<file path="src/rtl/unidad_control_alu_if.sv">
// Bundle of fetch port, register-file port, ALU operand/result and status lines
// between the fetch/decode/execute sequencer (master) and its environment (slave).
interface unidad_control_alu_if;
  logic        mem_req;
  logic [31:0] mem_dir;
  logic        mem_ack;
  logic [31:0] mem_dato;
  logic [4:0]  rf_dir_a;
  logic [4:0]  rf_dir_b;
  logic [31:0] rf_dato_a;
  logic [31:0] rf_dato_b;
  logic [31:0] a;
  logic [31:0] b;
  logic [3:0]  operador;
  logic [31:0] resultado;
  logic        rf_we;
  logic [4:0]  rf_dir_w;
  logic [31:0] rf_dato_w;
  logic [31:0] pc;
  logic        halt;
  logic        ilegal;

  modport master (
    output mem_req, mem_dir, rf_dir_a, rf_dir_b, a, b, operador,
           rf_we, rf_dir_w, rf_dato_w, pc, halt, ilegal,
    input  mem_ack, mem_dato, rf_dato_a, rf_dato_b, resultado
  );

  modport slave (
    input  mem_req, mem_dir, rf_dir_a, rf_dir_b, a, b, operador,
           rf_we, rf_dir_w, rf_dato_w, pc, halt, ilegal,
    output mem_ack, mem_dato, rf_dato_a, rf_dato_b, resultado
  );
endinterface

</file>
<file path="src/rtl/unidad_control_alu.sv">
// Multi-cycle fetch/decode/execute/writeback sequencer feeding an external
// combinational ALU; every output is a register or a decode of the state register.
module unidad_control_alu #(
  parameter logic [31:0] PC_INICIAL = 32'h0000_0000,
  parameter logic [31:0] PASO_PC    = 32'd4
) (
  input  logic                 clk,
  input  logic                 reset,
  unidad_control_alu_if.master bus
);

  typedef enum logic [2:0] {
    INICIO, FETCH, DECODE, EXECUTE, WRITEBACK, DETENIDO
  } estado_t;

  typedef struct packed {
    logic [3:0]  opcode;
    logic [4:0]  rd;
    logic [4:0]  rs;
    logic [4:0]  rt;
    logic [12:0] resto;
  } instr_t;

  estado_t     r_estado;
  logic [31:0] r_pc;
  logic [3:0]  r_ir_op;
  logic [4:0]  r_ir_rd;
  logic [4:0]  r_dir_a;
  logic [4:0]  r_dir_b;
  logic [31:0] r_a;
  logic [31:0] r_b;
  logic [3:0]  r_op;
  logic [4:0]  r_dir_w;
  logic [31:0] r_dato_w;
  logic        r_we_pend;
  logic        r_ilegal;

  instr_t w_instr;
  logic   w_op_alu;
  logic   w_op_ilegal;

  assign w_instr     = instr_t'(bus.mem_dato);
  assign w_op_alu    = (r_ir_op <= 4'd6);
  assign w_op_ilegal = (r_ir_op >= 4'd8) && (r_ir_op <= 4'd14);

  always_ff @(posedge clk or posedge reset) begin
    if (reset) begin
      r_estado  <= INICIO;
      r_pc      <= PC_INICIAL;
      r_ir_op   <= '0;
      r_ir_rd   <= '0;
      r_dir_a   <= '0;
      r_dir_b   <= '0;
      r_a       <= '0;
      r_b       <= '0;
      r_op      <= '0;
      r_dir_w   <= '0;
      r_dato_w  <= '0;
      r_we_pend <= 1'b0;
      r_ilegal  <= 1'b0;
    end else begin
      case (r_estado)
        INICIO: r_estado <= FETCH;
        FETCH: begin
          // Read addresses are taken straight from the incoming word so the
          // register file has a full cycle to settle during DECODE.
          if (bus.mem_ack) begin
            r_ir_op  <= w_instr.opcode;
            r_ir_rd  <= w_instr.rd;
            r_dir_a  <= w_instr.rs;
            r_dir_b  <= w_instr.rt;
            r_estado <= DECODE;
          end
        end
        DECODE: begin
          r_a       <= bus.rf_dato_a;
          r_b       <= bus.rf_dato_b;
          r_op      <= r_ir_op;
          r_dir_w   <= r_ir_rd;
          r_we_pend <= w_op_alu && (r_ir_rd != 5'd0);
          if (w_op_ilegal)
            r_ilegal <= 1'b1;
          if (r_ir_op == 4'd15)
            r_estado <= DETENIDO;
          else if (w_op_alu)
            r_estado <= EXECUTE;
          else
            r_estado <= WRITEBACK;
        end
        EXECUTE: begin
          r_dato_w <= bus.resultado;
          r_estado <= WRITEBACK;
        end
        WRITEBACK: begin
          r_pc      <= r_pc + PASO_PC;
          r_we_pend <= 1'b0;
          r_estado  <= FETCH;
        end
        DETENIDO: r_estado <= DETENIDO;
        default:  r_estado <= INICIO;
      endcase
    end
  end

  assign bus.mem_req   = (r_estado == FETCH);
  assign bus.mem_dir   = r_pc;
  assign bus.pc        = r_pc;
  assign bus.rf_dir_a  = r_dir_a;
  assign bus.rf_dir_b  = r_dir_b;
  assign bus.a         = r_a;
  assign bus.b         = r_b;
  assign bus.operador  = r_op;
  assign bus.rf_we     = (r_estado == WRITEBACK) && r_we_pend;
  assign bus.rf_dir_w  = r_dir_w;
  assign bus.rf_dato_w = r_dato_w;
  assign bus.halt      = (r_estado == DETENIDO);
  assign bus.ilegal    = r_ilegal;

endmodule

</file>
<file path="src/flat_wrapper.sv">
// flat-port wrapper written by rule: the top's interface ports become plain ports
module unidad_control_alu_flat 
#(
  parameter logic [31:0] PC_INICIAL = 32'h0000_0000,
  parameter logic [31:0] PASO_PC    = 32'd4
)
  (clk, reset, bus_mem_req, bus_mem_dir, bus_rf_dir_a, bus_rf_dir_b, bus_a, bus_b, bus_operador, bus_rf_we, bus_rf_dir_w, bus_rf_dato_w, bus_pc, bus_halt, bus_ilegal, bus_mem_ack, bus_mem_dato, bus_rf_dato_a, bus_rf_dato_b, bus_resultado);
  unidad_control_alu_if bus_i ();
  input  logic clk;
  input  logic reset;
  output wire logic [$bits(bus_i.mem_req)-1:0] bus_mem_req;
  output wire logic [$bits(bus_i.mem_dir)-1:0] bus_mem_dir;
  output wire logic [$bits(bus_i.rf_dir_a)-1:0] bus_rf_dir_a;
  output wire logic [$bits(bus_i.rf_dir_b)-1:0] bus_rf_dir_b;
  output wire logic [$bits(bus_i.a)-1:0] bus_a;
  output wire logic [$bits(bus_i.b)-1:0] bus_b;
  output wire logic [$bits(bus_i.operador)-1:0] bus_operador;
  output wire logic [$bits(bus_i.rf_we)-1:0] bus_rf_we;
  output wire logic [$bits(bus_i.rf_dir_w)-1:0] bus_rf_dir_w;
  output wire logic [$bits(bus_i.rf_dato_w)-1:0] bus_rf_dato_w;
  output wire logic [$bits(bus_i.pc)-1:0] bus_pc;
  output wire logic [$bits(bus_i.halt)-1:0] bus_halt;
  output wire logic [$bits(bus_i.ilegal)-1:0] bus_ilegal;
  input wire logic [$bits(bus_i.mem_ack)-1:0] bus_mem_ack;
  input wire logic [$bits(bus_i.mem_dato)-1:0] bus_mem_dato;
  input wire logic [$bits(bus_i.rf_dato_a)-1:0] bus_rf_dato_a;
  input wire logic [$bits(bus_i.rf_dato_b)-1:0] bus_rf_dato_b;
  input wire logic [$bits(bus_i.resultado)-1:0] bus_resultado;
  assign bus_mem_req = bus_i.mem_req;
  assign bus_mem_dir = bus_i.mem_dir;
  assign bus_rf_dir_a = bus_i.rf_dir_a;
  assign bus_rf_dir_b = bus_i.rf_dir_b;
  assign bus_a = bus_i.a;
  assign bus_b = bus_i.b;
  assign bus_operador = bus_i.operador;
  assign bus_rf_we = bus_i.rf_we;
  assign bus_rf_dir_w = bus_i.rf_dir_w;
  assign bus_rf_dato_w = bus_i.rf_dato_w;
  assign bus_pc = bus_i.pc;
  assign bus_halt = bus_i.halt;
  assign bus_ilegal = bus_i.ilegal;
  assign bus_i.mem_ack = bus_mem_ack;
  assign bus_i.mem_dato = bus_mem_dato;
  assign bus_i.rf_dato_a = bus_rf_dato_a;
  assign bus_i.rf_dato_b = bus_rf_dato_b;
  assign bus_i.resultado = bus_resultado;
  unidad_control_alu #(.PC_INICIAL(PC_INICIAL), .PASO_PC(PASO_PC)) u_core (.clk(clk), .reset(reset), .bus(bus_i));
endmodule
</file>
<file path="config.mk">
export PLATFORM = sky130hd
export DESIGN_NAME = unidad_control_alu_flat
export DESIGN_NICKNAME = d
export VERILOG_FILES = /design/src/rtl/unidad_control_alu_if.sv /design/src/rtl/unidad_control_alu.sv /design/src/flat_wrapper.sv
export SDC_FILE = /design/constraint.sdc
export NUM_CORES = 1
export LEC_CHECK = 0
export CAP_MARGIN = 20
export CORE_AREA = 2 2 122 124
export CTS_BUF_LIST = sky130_fd_sc_hd__clkbuf_16
export DETAILED_ROUTE_END_ITERATION = 6
export DIE_AREA = 0 0 124 126
export DONT_BUFFER_PORTS = 1
export PLACE_DENSITY_LB_ADDON = 0.08
export SLEW_MARGIN = 15
export SYNTH_ARGS = -nofsm -noshare
export SYNTH_HDL_FRONTEND = slang
export SYNTH_SLANG_ARGS = --single-unit
</file>
<file path="constraint.sdc">
create_clock -name clk -period 6.51 [get_ports clk]
set_input_delay 1.6275 -clock clk [delete_from_list [all_inputs] [get_ports clk]]
set_output_delay 1.6275 -clock clk [all_outputs]
set_load 0.05 [all_outputs]
</file>
==> results.md, run 1 <==
* Clock-pin slew on the worst setup and hold paths at approximately 0.06 ns
* Cells after Synth at between 400 and 500
* Clock Skew at 0.00704 ns
* Hold-fix buffers, CTS at 0
* DRC violation count after routing at 0
* GRT Util Overall at between 10% and 20%
* Post-CTS resize count at 0
* Max Cap Viol at 0
* Initial Util at ~46%
* RePlAce Congestion at around 0.75
* Max_slew headroom at between 20 and 30%
* Slew @ Worst Pin at approximately 1.1 ns
* DR iter-0 viols at roughly 150
* Fraction of layout cells with a size suffix above 1 at ~37%
* H-tree Lvls at 4
* Die Wd at 124 um
* Antenna violations before repair at 3
* Worst-skew pair later-pin latency at between 0.4 and 0.5 ns
* Hold crit path type: register to register
* Worst path cell trace: inv_1 > nor3_1 > and2_1
* Crit path max-delay cell type: and2_1
* Clock buffer depth at 2
* Die ar. at around 0.016 mm^2
* Final Slew Violations at 0
* Startpoint Class: register
* Worst EP required at between 4 and 5 ns
* Vias in the first global route at 3532
* Syn Area/Cell at ~14 um^2
* FP Rows at 44
* Setup Viol. Count Final at 0
* Final-stage net count at approximately 560
* Post-DR wirelength/cell at between 20 and 25 um
* First-pass GRT wire length at just under 20000 um
* CTS buffer count at 17
* Via count at roughly 3300
* Largest net degree at the start of global routing at between 80 and 90
* WP data arrival at approximately 1.9 ns
* Core area at roughly 0.014 mm^2
* Area grow syn2layout at 7.66%
* Clock Sinks at around 160
* Crit. End Element: output pin
* DRT Pass-1 Iters at 4
* CTS tree: done
* Port Buffers at 0
* Sequential area share after synthesis at between 60 and 70%
* Max incr delay on CP at approximately 0.53 ns
* Vias/cell at approximately 5.4
* Root buffer cell: clkbuf_16
* FF+latch count, synth at around 160
* GRT overflow at 0
* FILL cells at about 1300
* Detailed placement HPWL at 9220 um
* Die H at ~130 um
* Commonest non-fill, non-tap cell in the layout: dfrtp_1
* Critical path class: register to output pin
* Most frequent cells in the layout: dfrtp_1 (159), mux2_2 (123), xnor2_1 (27)
* Cell Area, Synth at between 0.006 and 0.007 mm^2
* Min Tclk post-route at 3.57 ns
* Setup bufs post-CTS at 0
* Final period util at between 50% and 60%
* I/O Pins at around 310
* DRT antenna net count at 0
* Maximum fanout along the worst path at 8
* Setup TNS at 0 ns
* Final hold viol count at 0
* Outcome: finished clean
* Netlist cell types at 35
* Drt total wl at around 13000 um
* Synth warn at 0
* Max Clk Rate at approximately 280 MHz
* Unrepaired setup endpoints after global routing: no
-- cell type report --
cell class                 count  area [um^2]  share of cell area [%]
sequential                   159         3980                    56.7
multi-input combinational    238         2180                    31.1
clock buffer                  17          425                    6.06
tap                          184          230                    3.28
clock inverter                15          131                    1.87
timing repair buffer           4         33.8                   0.482
inverter                       6         27.5                   0.392
antenna                        1         2.50                  0.0357
-- metrics by stage --
step / instances / hold WS [ns] / cell area [um^2] / utilization [%] / worst slack [ns]
global placement: 590 / 0.512 / 6440 / 45.0 / 3.35
global route: 624 / 0.559 / 7010 / 49.0 / 2.75
detailed placement: 590 / 0.518 / 6440 / 45.0 / 3.30
finish: 624 / 0.524 / 7010 / 49.0 / 2.94
CTS: 622 / 0.532 / 7000 / 48.9 / 2.91
floorplan: 454 / 0.489 / 6530 / - / 0.591
-- worst max-delay path, delay by kind of cell, from the launching register on --
kind / cells / cell delay [ns]
and+or+nand+nor: 2 / 0.88
DFF: 1 / 0.51
buffers and inverters: 1 / 0.14
-- state kept, by name, summed over array words and instances, names as in the netlist --
register / count
u_core.r_estado: 3
u_core.bus.ilegal: 1
u_core.bus.rf_dir_w: 5
u_core.r_ir_rd: 5
u_core.bus.operador: 4
u_core.r_we_pend: 1
u_core.bus.rf_dir_a: 5
u_core.bus.a: 32
u_core.bus.rf_dato_w: 32
u_core.bus.rf_dir_b: 5
u_core.bus.b: 32
u_core.bus.mem_dir: 30
u_core.r_ir_op: 4
-- cell usage after synthesis (all sizes together) --
library cell,n,area share (%)
nand3,14,1.1
a31o,1,0.13
o21ai,3,0.23
a21oi,3,0.23
conb,1,0.058
nand4,12,1.3
and3,2,0.19
inv,6,0.35
clkbuf,3,0.17
nand2,14,0.81
xnor2,27,3.6
and2,3,0.29
or2,1,0.096
xor2,3,0.40
o211ai,1,0.12
ha,1,0.19
dfrtp,159,61
buf,48,5.2
nand4bb,1,0.42
a31oi,2,0.19
or3b,1,0.13
nor2,8,0.46
and4,2,0.27
or4,1,0.12
nor4,3,0.84
or3,1,0.096
nor3,3,0.23
nand2b,3,0.29
o22ai,1,0.096
mux2,123,21
-- path summary, 6_finish.rpt --
path,startpoint,endpoint,slack [ns],cells past startpoint
setup / recovery,u_core.r_estado[2],bus_rf_we,2.94,3
hold / removal,u_core.r_ir_rd[0],u_core.r_ir_rd[0],0.52,1
setup reg to reg,u_core.bus.mem_dir[2],u_core.bus.mem_dir[28],3.56,5
hold reg to reg,u_core.r_ir_rd[0],u_core.r_ir_rd[0],0.52,1
max in group asynchronous,reset,u_core.bus.rf_dato_w[25],3.83,2
min in group asynchronous,reset,u_core.bus.rf_dato_w[2],1.19,1
-- routing by layer --
metal  GRT usage [%]  routed length, um  vias up
li1                -                  -     1481
met1            17.7               4560     1669
met4            6.15                244        0
met2            27.7               6640      178
met3            9.38               1590       16
met5               0                  0        -
-- logic make-up (layout without fill, tap and decap cells) --
family / after synthesis / after routing / synth area share (%)
adder cells (fa/ha/maj): 1 / 1 / 0.192
buffers and inverters: 57 / 42 / 5.72
other: 1 / 5 / 0.0576
multiplexers: 123 / 123 / 21.3
flip-flops: 159 / 159 / 61.1
AND/OR/NAND/NOR: 69 / 69 / 6.66
XOR/XNOR: 30 / 30 / 4.03
AO/OA/AOI/OAI: 11 / 11 / 0.999
Power of run 1 is left out: the tool's default activity adds up to more than one toggle a clock period on the data nets, which glitch-free logic cannot reach.
==> run 2, diff against run 1 <==
- clock period: 6.51 -> 3.6 ns (I/O delays scaled with it)
==> results.md, run 2 (synthesis gave the netlist of run 1 again) <==
* Critical path class: register to output pin
* Startpoint Class: register
* Die ar. at around 0.016 mm^2
* CTS tree: done
* Via count at about 3500
* Detailed placement HPWL at 9390 um
* Area grow syn2layout at 11.5%
* Post-CTS resize count at 0
* Antenna violations before repair at 1
* Worst EP required at 2.70 ns
* Post-DR wirelength/cell at 20.4 um
* CTS buffer count at 17
* Maximum fanout along the worst path at 8
* Crit. End Element: output pin
* Clock Skew at between 0.005 and 0.006 ns
* Core area at roughly 0.014 mm^2
* Hold crit path type: input pin to asynchronous set/reset pin
* Largest net degree at the start of global routing at 77
* FP Rows at between 40 and 50
* First-pass GRT wire length at around 21000 um
* Setup Viol. Count Final at 0
* DRC violation count after routing at 0
* Max_slew headroom at ~33%
* Initial Util at 45.5%
* Port Buffers at 0
* Outcome: finished clean
* GRT Util Overall at between 15 and 20%
* Drt total wl at 13300 um
* Die Wd at 124 um
* RePlAce Congestion at just over 0.7
* Clock-pin slew on the worst setup and hold paths at 0.06 ns
* Setup TNS at 0 ns
* Commonest non-fill, non-tap cell in the layout: dfrtp_1
* Final Slew Violations at 0
* Final hold viol count at 0
* Hold-fix buffers, CTS at 0
* H-tree Lvls at 4
* Ant. Diodes at 0
* Most frequent cells in the layout: dfrtp_1 (159), mux2_2 (123), buf_4 (29)
* Worst-skew pair later-pin latency at ~0.42 ns
* Max Clk Rate at around 350 MHz
* Setup bufs post-CTS at 0
* Fraction of layout cells with a size suffix above 1 at 41.0%
* Die H at roughly 130 um
* Final-stage net count at between 500 and 600
* Slew @ Worst Pin at about 1 ns
* Unrepaired setup endpoints after global routing: no
* FILL cells at between 1000 and 1500
* Final period util at 79.7%
* DRT antenna net count at 0
* WP data arrival at between 1.5 and 2 ns
* Root buffer cell: clkbuf_16
* Min Tclk post-route at ~2.9 ns
* DR iter-0 viols at about 130
* Clock buffer depth at 2
* GRT overflow at 0
* Vias in the first global route at 3781
* DRT Pass-1 Iters at 4
* Clock Sinks at approximately 160
* Vias/cell at around 5.3
* I/O Pins at ~310
* Max Cap Viol at 0
==> run 2: changes by cell type in the layout (fill, tap and decap cells not counted), sizes merged <==
cell | previous run | this run
buf | 4 | 31
bufinv | 2 | 3
clkinvlp | 4 | 3
diode | 1 | 0
==> run 2: per-layer routing <==
layer | track usage (%) | vias to the layer above | part of all wire (%) | wire, um
li1 | - | 1527 | - | -
met2 | 28.4 | 180 | 51 | 6740
met1 | 19.0 | 1741 | 36 | 4800
met5 | 0 | - | 0.098 | 13
met4 | 8.33 | 2 | 2.6 | 347
met3 | 8.42 | 27 | 10 | 1380
==> run 2: cell type report <==
class | instances | area (um^2) | share of cell area, %
Sequential cell | 159 | 3980 | 54.8
Inverter | 6 | 26.3 | 0.362
Timing Repair Buffer | 31 | 258 | 3.55
Multi-Input combinational cell | 238 | 2190 | 30.2
Clock buffer | 17 | 425 | 5.86
Tap cell | 184 | 230 | 3.17
Clock inverter | 15 | 154 | 2.12
==> run 2: final timing paths <==
path,endpoint,from,slack [ns],depth (start not counted)
max,bus_rf_we,u_core.r_estado[2],0.73,3
min,u_core.bus.rf_dato_w[30],reset,0.50,1
max reg2reg,u_core.bus.mem_dir[31],u_core.r_estado[2],1.29,4
min reg2reg,u_core.r_we_pend,u_core.r_we_pend,0.52,2
max in group asynchronous,u_core.bus.rf_dir_b[3],reset,2.32,2
min in group clk,u_core.r_we_pend,u_core.r_we_pend,0.52,2
==> run 2: worst max-delay path, cell delays in order, from the launching register on <==
cell	delay, ns
dfrtp_1	0.52
inv_1	0.15
nor3_1	0.36
and2_1	0.53
==> run 2: through the flow <==
| stage | hold WS (ns) | cell area, um^2 | utilization [%] | cells | setup WS, ns |
|---|---|---|---|---|---|
| after floorplan | 0.489 | 6530 | - | 454 | 0.685 |
| after global placement | 0.507 | 6680 | 46.7 | 618 | 1.17 |
| after detailed placement | 0.517 | 6680 | 46.7 | 618 | 1.15 |
| after CTS | 0.508 | 7260 | 50.7 | 650 | 0.693 |
| after global routing | 0.536 | 7260 | 50.7 | 650 | 0.605 |
| final | 0.495 | 7260 | 50.7 | 650 | 0.731 |
Power of run 2 is left out for the same reason.
